### src/rtl/hswish_out_packer_if.sv
// Output word bus of the h-swish packer: ready/valid stream of packed int8 lanes.
//   m_data  : LANES bytes, lane 0 in bits [7:0]
//   m_keep  : per-lane valid bits
//   m_last  : word closes a frame
//   m_valid : word available
//   m_ready : consumer accepts the word
// master drives data/keep/last/valid and samples ready; slave is the consumer.
interface hswish_out_packer_if #(
  parameter int unsigned LANES = 4
) ();
  logic [8*LANES-1:0] m_data;
  logic [LANES-1:0]   m_keep;
  logic               m_last;
  logic               m_valid;
  logic               m_ready;

  modport master (
    output m_data,
    output m_keep,
    output m_last,
    output m_valid,
    input  m_ready
  );

  modport slave (
    input  m_data,
    input  m_keep,
    input  m_last,
    input  m_valid,
    output m_ready
  );
endinterface

### src/rtl/hswish_out_packer.sv
// Receive end of the h-swish activation stream. Requantizes signed Q(WIDTH).(FRAC) samples
// to int8 (round-half-up, saturating), packs LANES bytes per word, buffers words in a small
// FIFO and presents them on a ready/valid master port. The last word of a frame is tagged.
// Ports:
//   clk, rst   : clock, synchronous active-high reset
//   en         : shared pipeline enable; a sample is accepted only when en & valid_in
//   data_in    : signed activation sample
//   valid_in   : sample valid
//   in_stall   : upstream must drop en (FIFO has at most one free slot)
//   m          : packed word stream (master modport)
//   sat_count  : saturating count of clamp events
//   overflow   : sticky, a word was dropped because the FIFO was full
module hswish_out_packer #(
  parameter int unsigned WIDTH      = 16,
  parameter int unsigned FRAC       = 8,
  parameter int unsigned OUT_FRAC   = 4,
  parameter int unsigned LANES      = 4,
  parameter int unsigned FRAME_LEN  = 1024,
  parameter int unsigned FIFO_DEPTH = 4
) (
  input  logic                   clk,
  input  logic                   rst,
  input  logic                   en,
  input  logic [WIDTH-1:0]       data_in,
  input  logic                   valid_in,
  output logic                   in_stall,
  hswish_out_packer_if.master    m,
  output logic [15:0]            sat_count,
  output logic                   overflow
);
  localparam int unsigned SH     = FRAC - OUT_FRAC;
  localparam int unsigned LaneW  = (LANES > 1) ? $clog2(LANES) : 1;
  localparam int unsigned ElemW  = (FRAME_LEN > 1) ? $clog2(FRAME_LEN) : 1;
  localparam int unsigned PtrW   = $clog2(FIFO_DEPTH);
  localparam int unsigned CntW   = $clog2(FIFO_DEPTH + 1);
  localparam logic signed [WIDTH:0] RoundC = (WIDTH+1)'(1 << (SH - 1));
  localparam logic signed [WIDTH:0] QMax   = (WIDTH+1)'(127);
  localparam logic signed [WIDTH:0] QMin   = -(WIDTH+1)'(128);

  logic                   accept;
  logic signed [WIDTH:0]  t, q;
  logic                   sat_hi, sat_lo;
  logic [7:0]             q8;

  logic [LaneW-1:0]       lane_q;
  logic [ElemW-1:0]       elem_q;
  logic [8*LANES-1:0]     word_q, word_next;
  logic [LANES-1:0]       keep_q, keep_next;
  logic                   lane_last, elem_last, push;

  logic [8*LANES-1:0]     mem_data [FIFO_DEPTH];
  logic [LANES-1:0]       mem_keep [FIFO_DEPTH];
  logic                   mem_last [FIFO_DEPTH];
  logic [PtrW-1:0]        rd_ptr_q, wr_ptr_q;
  logic [CntW-1:0]        count_q;
  logic                   full, pop, wr_en, drop;

  assign accept = valid_in & en;

  // Requantize: one extra bit keeps the rounding add from wrapping at the positive limit.
  always_comb begin
    t      = $signed({data_in[WIDTH-1], data_in}) + RoundC;
    q      = t >>> SH;
    sat_hi = q > QMax;
    sat_lo = q < QMin;
    q8     = sat_hi ? 8'h7F : (sat_lo ? 8'h80 : q[7:0]);
  end

  always_comb begin
    word_next = word_q;
    keep_next = keep_q;
    word_next[int'(lane_q)*8 +: 8] = q8;
    keep_next[lane_q]              = 1'b1;
  end

  assign lane_last = (lane_q == LaneW'(LANES - 1));
  assign elem_last = (elem_q == ElemW'(FRAME_LEN - 1));
  assign push      = accept & (lane_last | elem_last);

  always_ff @(posedge clk) begin
    if (rst) begin
      lane_q    <= '0;
      elem_q    <= '0;
      word_q    <= '0;
      keep_q    <= '0;
      sat_count <= '0;
    end else if (accept) begin
      lane_q <= (lane_last | elem_last) ? '0 : lane_q + 1'b1;
      elem_q <= elem_last ? '0 : elem_q + 1'b1;
      if (push) begin
        word_q <= '0;
        keep_q <= '0;
      end else begin
        word_q <= word_next;
        keep_q <= keep_next;
      end
      if ((sat_hi | sat_lo) && sat_count != 16'hFFFF) begin
        sat_count <= sat_count + 16'd1;
      end
    end
  end

  // Word FIFO. When full, a push is still taken if the head leaves on the same edge.
  assign full  = (count_q == CntW'(FIFO_DEPTH));
  assign pop   = (count_q != '0) & m.m_ready;
  assign wr_en = push & (~full | pop);
  assign drop  = push & full & ~pop;

  always_ff @(posedge clk) begin
    if (wr_en) begin
      mem_data[wr_ptr_q] <= word_next;
      mem_keep[wr_ptr_q] <= keep_next;
      mem_last[wr_ptr_q] <= elem_last;
    end
  end

  always_ff @(posedge clk) begin
    if (rst) begin
      rd_ptr_q <= '0;
      wr_ptr_q <= '0;
      count_q  <= '0;
      overflow <= 1'b0;
    end else begin
      if (pop) begin
        rd_ptr_q <= (rd_ptr_q == PtrW'(FIFO_DEPTH - 1)) ? '0 : rd_ptr_q + 1'b1;
      end
      if (wr_en) begin
        wr_ptr_q <= (wr_ptr_q == PtrW'(FIFO_DEPTH - 1)) ? '0 : wr_ptr_q + 1'b1;
      end
      case ({wr_en, pop})
        2'b10:   count_q <= count_q + 1'b1;
        2'b01:   count_q <= count_q - 1'b1;
        default: count_q <= count_q;
      endcase
      if (drop) begin
        overflow <= 1'b1;
      end
    end
  end

  // Storage is not reset, so outputs are forced to zero while the FIFO is empty.
  always_comb begin
    m.m_valid = (count_q != '0);
    m.m_data  = m.m_valid ? mem_data[rd_ptr_q] : '0;
    m.m_keep  = m.m_valid ? mem_keep[rd_ptr_q] : '0;
    m.m_last  = m.m_valid ? mem_last[rd_ptr_q] : 1'b0;
  end

  assign in_stall = (count_q >= CntW'(FIFO_DEPTH - 1));
endmodule

### src/flat_wrapper.sv
// flat-port wrapper written by rule: the top's interface ports become plain ports
module hswish_out_packer_flat 
#(
  parameter int unsigned WIDTH      = 16,
  parameter int unsigned FRAC       = 8,
  parameter int unsigned OUT_FRAC   = 4,
  parameter int unsigned LANES      = 4,
  parameter int unsigned FRAME_LEN  = 1024,
  parameter int unsigned FIFO_DEPTH = 4
)
  (clk, rst, en, data_in, valid_in, in_stall, sat_count, overflow, m_m_data, m_m_keep, m_m_last, m_m_valid, m_m_ready);
  hswish_out_packer_if #(.LANES(LANES)) m_i ();
  input  logic clk;
  input  logic rst;
  input  logic en;
  input  logic [WIDTH-1:0] data_in;
  input  logic valid_in;
  output logic in_stall;
  output logic [15:0] sat_count;
  output logic overflow;
  output wire logic [$bits(m_i.m_data)-1:0] m_m_data;
  output wire logic [$bits(m_i.m_keep)-1:0] m_m_keep;
  output wire logic [$bits(m_i.m_last)-1:0] m_m_last;
  output wire logic [$bits(m_i.m_valid)-1:0] m_m_valid;
  input wire logic [$bits(m_i.m_ready)-1:0] m_m_ready;
  assign m_m_data = m_i.m_data;
  assign m_m_keep = m_i.m_keep;
  assign m_m_last = m_i.m_last;
  assign m_m_valid = m_i.m_valid;
  assign m_i.m_ready = m_m_ready;
  hswish_out_packer #(.WIDTH(WIDTH), .FRAC(FRAC), .OUT_FRAC(OUT_FRAC), .LANES(LANES), .FRAME_LEN(FRAME_LEN), .FIFO_DEPTH(FIFO_DEPTH)) u_core (.clk(clk), .rst(rst), .en(en), .data_in(data_in), .valid_in(valid_in), .in_stall(in_stall), .m(m_i), .sat_count(sat_count), .overflow(overflow));
endmodule
### config.mk
export PLATFORM = sky130hd
export DESIGN_NAME = hswish_out_packer_flat
export DESIGN_NICKNAME = d
export VERILOG_FILES = /design/src/rtl/hswish_out_packer_if.sv /design/src/rtl/hswish_out_packer.sv /design/src/flat_wrapper.sv
export SDC_FILE = /design/constraint.sdc
export NUM_CORES = 1
export LEC_CHECK = 0
export ABC_AREA = 1
export CORE_MARGIN = 1
export CORE_UTILIZATION = 47
export DETAILED_ROUTE_END_ITERATION = 7
export HOLD_SLACK_MARGIN = 0.08
export PLACE_DENSITY = 0.74
export SLEW_MARGIN = 20
export SYNTH_ARGS = -nofsm -noshare
export SYNTH_HDL_FRONTEND = slang
export SYNTH_SLANG_ARGS = --single-unit
### constraint.sdc
create_clock -name clk -period 3.3 [get_ports clk]
set_input_delay 0.825 -clock clk [delete_from_list [all_inputs] [get_ports clk]]
set_output_delay 0.825 -clock clk [all_outputs]
set_load 0.02 [all_outputs]
==> results_dict.tcl <==
set metrics [dict create \
    worst_setup_path_end_kind "primary output" \
    grt_pass1_wl_um 34810 \
    power.switching_uw 1803 \
    syn_inst 1049 \
    syn_nets 1088 \
    tightestPinTransition_ps 693.5 \
    avgSynthCellArea_um2 9.379 \
    wl_per_cell_um 15.40 \
    cpMaxStageDelayCell "clkdlybuf4s50_1" \
    ys_ff_latch 222 \
    cts.repair.resized 1 \
    switching_share 0.2617 \
    chipHeight_um 146.7 \
    internal_power_uw 5086 \
    detail_route.first_pass.iterations 6 \
    n_antenna_cell 0 \
    p_comb_frac 0.161 \
    path_class "reg -> out" \
    p_total_uw 6889 \
    cp_max_fo 34 \
    cp_num_buf_inv 2 \
    clkPwrFrac 0.401 \
    hpwl_um 13290 \
    status "complete, no violations" \
    synth.yosys.seq_area_share 0.6023 \
    yosys-top-cells-count "nand2_1, nor2_1, edfxtp_1" \
    synth_area_leaders "edfxtp_1, dfxtp_1, nand2_1" \
    hold_slack_ps 460.3 \
    ir_worst_vdd_uv 475.4 \
    antenna_found_initial 0 \
    dominantRegCellSynth "edfxtp_1" \
    synth_top_area_share 0.4517 \
    via_per_inst 5.236 \
    grtUsageTotal 0.2033 \
    cts-htree-levels 1 \
    dieArea_mm2 0.02152 \
    yosysTopAreaCell "edfxtp_1" \
    drv_cap 0 \
    io_pins 77 \
    clk_latency_ps 520 \
    path_common_cell "nor2_1" \
    synth_edf_count 148 \
    numCtsBuffers 23 \
    p_leak_uw 0.004276 \
    syn_area_mm2 0.009838 \
    worstPathCellList "buf_12, nor2_1, nor2_1, o21ai_0, a21oi_1, clkdlybuf4s50_1" \
    grt_pass1_vias 6915 \
    crit_required_ps 2470 \
    seqPwrFrac 0.438 \
    r2r_slack_ps 720 \
    hold_viol_final 0 \
    skew_ps 17.34 \
    ys_warn_count 0 \
    slew_headroom 0.5328 \
    rows 52 \
    power.density_mw_per_mm2 582.9 \
    die_w_um 146.7 \
    port-buffer-count 73 \
    area_growth_syn_to_layout_pct 20.13 \
    cts_tree "done" \
    gr-total-overflow 0 \
    fmax_mhz 313.1 \
    ant_nets 0 \
    clkSinkCount 222 \
    fin_crit_ps 3194 \
    slowest_delay_ps 650 \
    arrival_ps 2370 \
    async_reset_ff_frac 0 \
    grt_max_degree 51 \
    vias 7403 \
    rsz0062_at_grt "no" \
    yosysMostFrequentCell "nand2_1" \
    start_util 0.4831 \
    cts_hold_buf 0 \
    fin_crit_sh 0.9679 \
    core_mm2 0.02036 \
    drc 0 \
    min-delay-path-class "reg -> reg" \
    drtIter0Drc 614 \
    globalplace.congestion 0.8740 \
    postCtsSetupBuffers 0 \
    cts.path.max_buffers 3 \
    setup_tns_ps 0 \
    ys_types 43 \
    finalNetCount 1166 \
    worstSetupStartpointType "flop" \
    cts.clk_slew.worst_paths_ps 60 \
    layout-drive-gt1-share 0.09441 \
    wl_um 21780 \
    finalMaxSlewViolations 0 \
    cts-root-buf "clkbuf_16" \
    crit_family "buffers and inverters" \
    setup_viol 0 \
]
[per-stage QoR]
step	util	setup slack, ps	cell area (µm²)	instances
6_report	0.5804	106.1	11820	1414
5_1_grt	0.5804	2.109	11820	1414
4_1_cts	0.5799	5.360	11810	1414
3_5_place_dp	0.5391	86.96	10980	1372
3_3_place_gp	0.5391	112.0	10980	1372
2_1_floorplan	-	28.44	9838	1049
[cell families (layout without fill, tap and decap cells)]
group / Yosys count / count (layout) / share of synthesized area
simple gates: 458 / 458 / 0.1960
buf+inv: 119 / 214 / 0.04667
flops: 222 / 222 / 0.6023
fa+ha+maj: 18 / 18 / 0.02365
compound gates: 217 / 217 / 0.1180
xor+xnor: 15 / 15 / 0.01335
[power groups by stage]
stage	sequential, µW	combinational [µW]	clock (µW)
after detailed placement	3080	1110	0
final	3020	1110	2760
after global placement	3070	1080	0
after floorplan	3060	673	0
after global routing	3020	1210	2890
after CTS	3020	1110	2790
[state kept, by name, summed over array words and instances (netlist names), named ones only]
register	count
u_core.sat_count	16
u_core.mem_keep	16
u_core.rd_ptr_q	2
u_core.wr_ptr_q	2
u_core.mem_last	4
u_core.keep_q	4
u_core.word_q	32
u_core.mem_data	128
u_core.count_q	3
u_core.overflow	1
u_core.lane_q	2
u_core.elem_q	10
[placed cells by master, fill, tap and decap left out, types with 4 or more instances in the layout]
cell / instances
nand2_1: 193
nor2_1: 181
edfxtp_1: 148
o21ai_0: 97
a21oi_1: 92
dfxtp_1: 73
clkdlybuf4s50_1: 70
inv_1: 67
buf_4: 25
nand4_1: 24
clkbuf_16: 23
nand3_1: 17
ha_1: 17
nand2_2: 9
xor2_1: 9
nor3_1: 9
o21ai_1: 8
o21ai_2: 7
nor2_4: 6
xnor2_1: 6
clkinv_1: 5
clkbuf_8: 5
nor2_2: 4
bufinv_16: 4
[worst reg2reg max path: cells and delay by family, from the launching register on]
kind / cells / cell delay, ps
AOI/OAI and AO/OA: 1 / 150
adders and majority gates: 1 / 460
buffers and inverters: 1 / 330
DFF: 1 / 770
and+or+nand+nor: 4 / 810
[path summary, 6_finish.rpt]
| kind | from | to | cells after the start |
|---|---|---|---|
| min reg2reg | u_core.keep_q[3]$_SDFFE_PP0P_ | u_core.keep_q[3]$_SDFFE_PP0P_ | 2 |
| min | u_core.keep_q[3]$_SDFFE_PP0P_ | u_core.keep_q[3]$_SDFFE_PP0P_ | 2 |
| max | flop | m_m_data[15] | 6 |
| max reg2reg | u_core.lane_q[0]$_SDFFE_PP0P_ | u_core.word_q[25]$_SDFFE_PP0P_ | 7 |
[final cells by class]
cell class | instances | area [µm²]
Clock buffer | 29 | 648.1
Clock inverter | 13 | 178.9
Timing Repair Buffer | 100 | 965.9
Multi-Input combinational cell | 708 | 3486
Fill cell | 1630 | 8546
Tap cell | 270 | 337.8
Sequential cell | 222 | 5929
Inverter | 72 | 272.8
[per-layer routing]
layer  GRT usage  vias up  wire length, µm
li1            -     3700                -
met1      0.2661     3444             9353
met2      0.3533      227            10720
met3     0.02719       32             1281
met4     0.05469        0              425
met5           0        -                0
(Power assumes the default switching activity.)
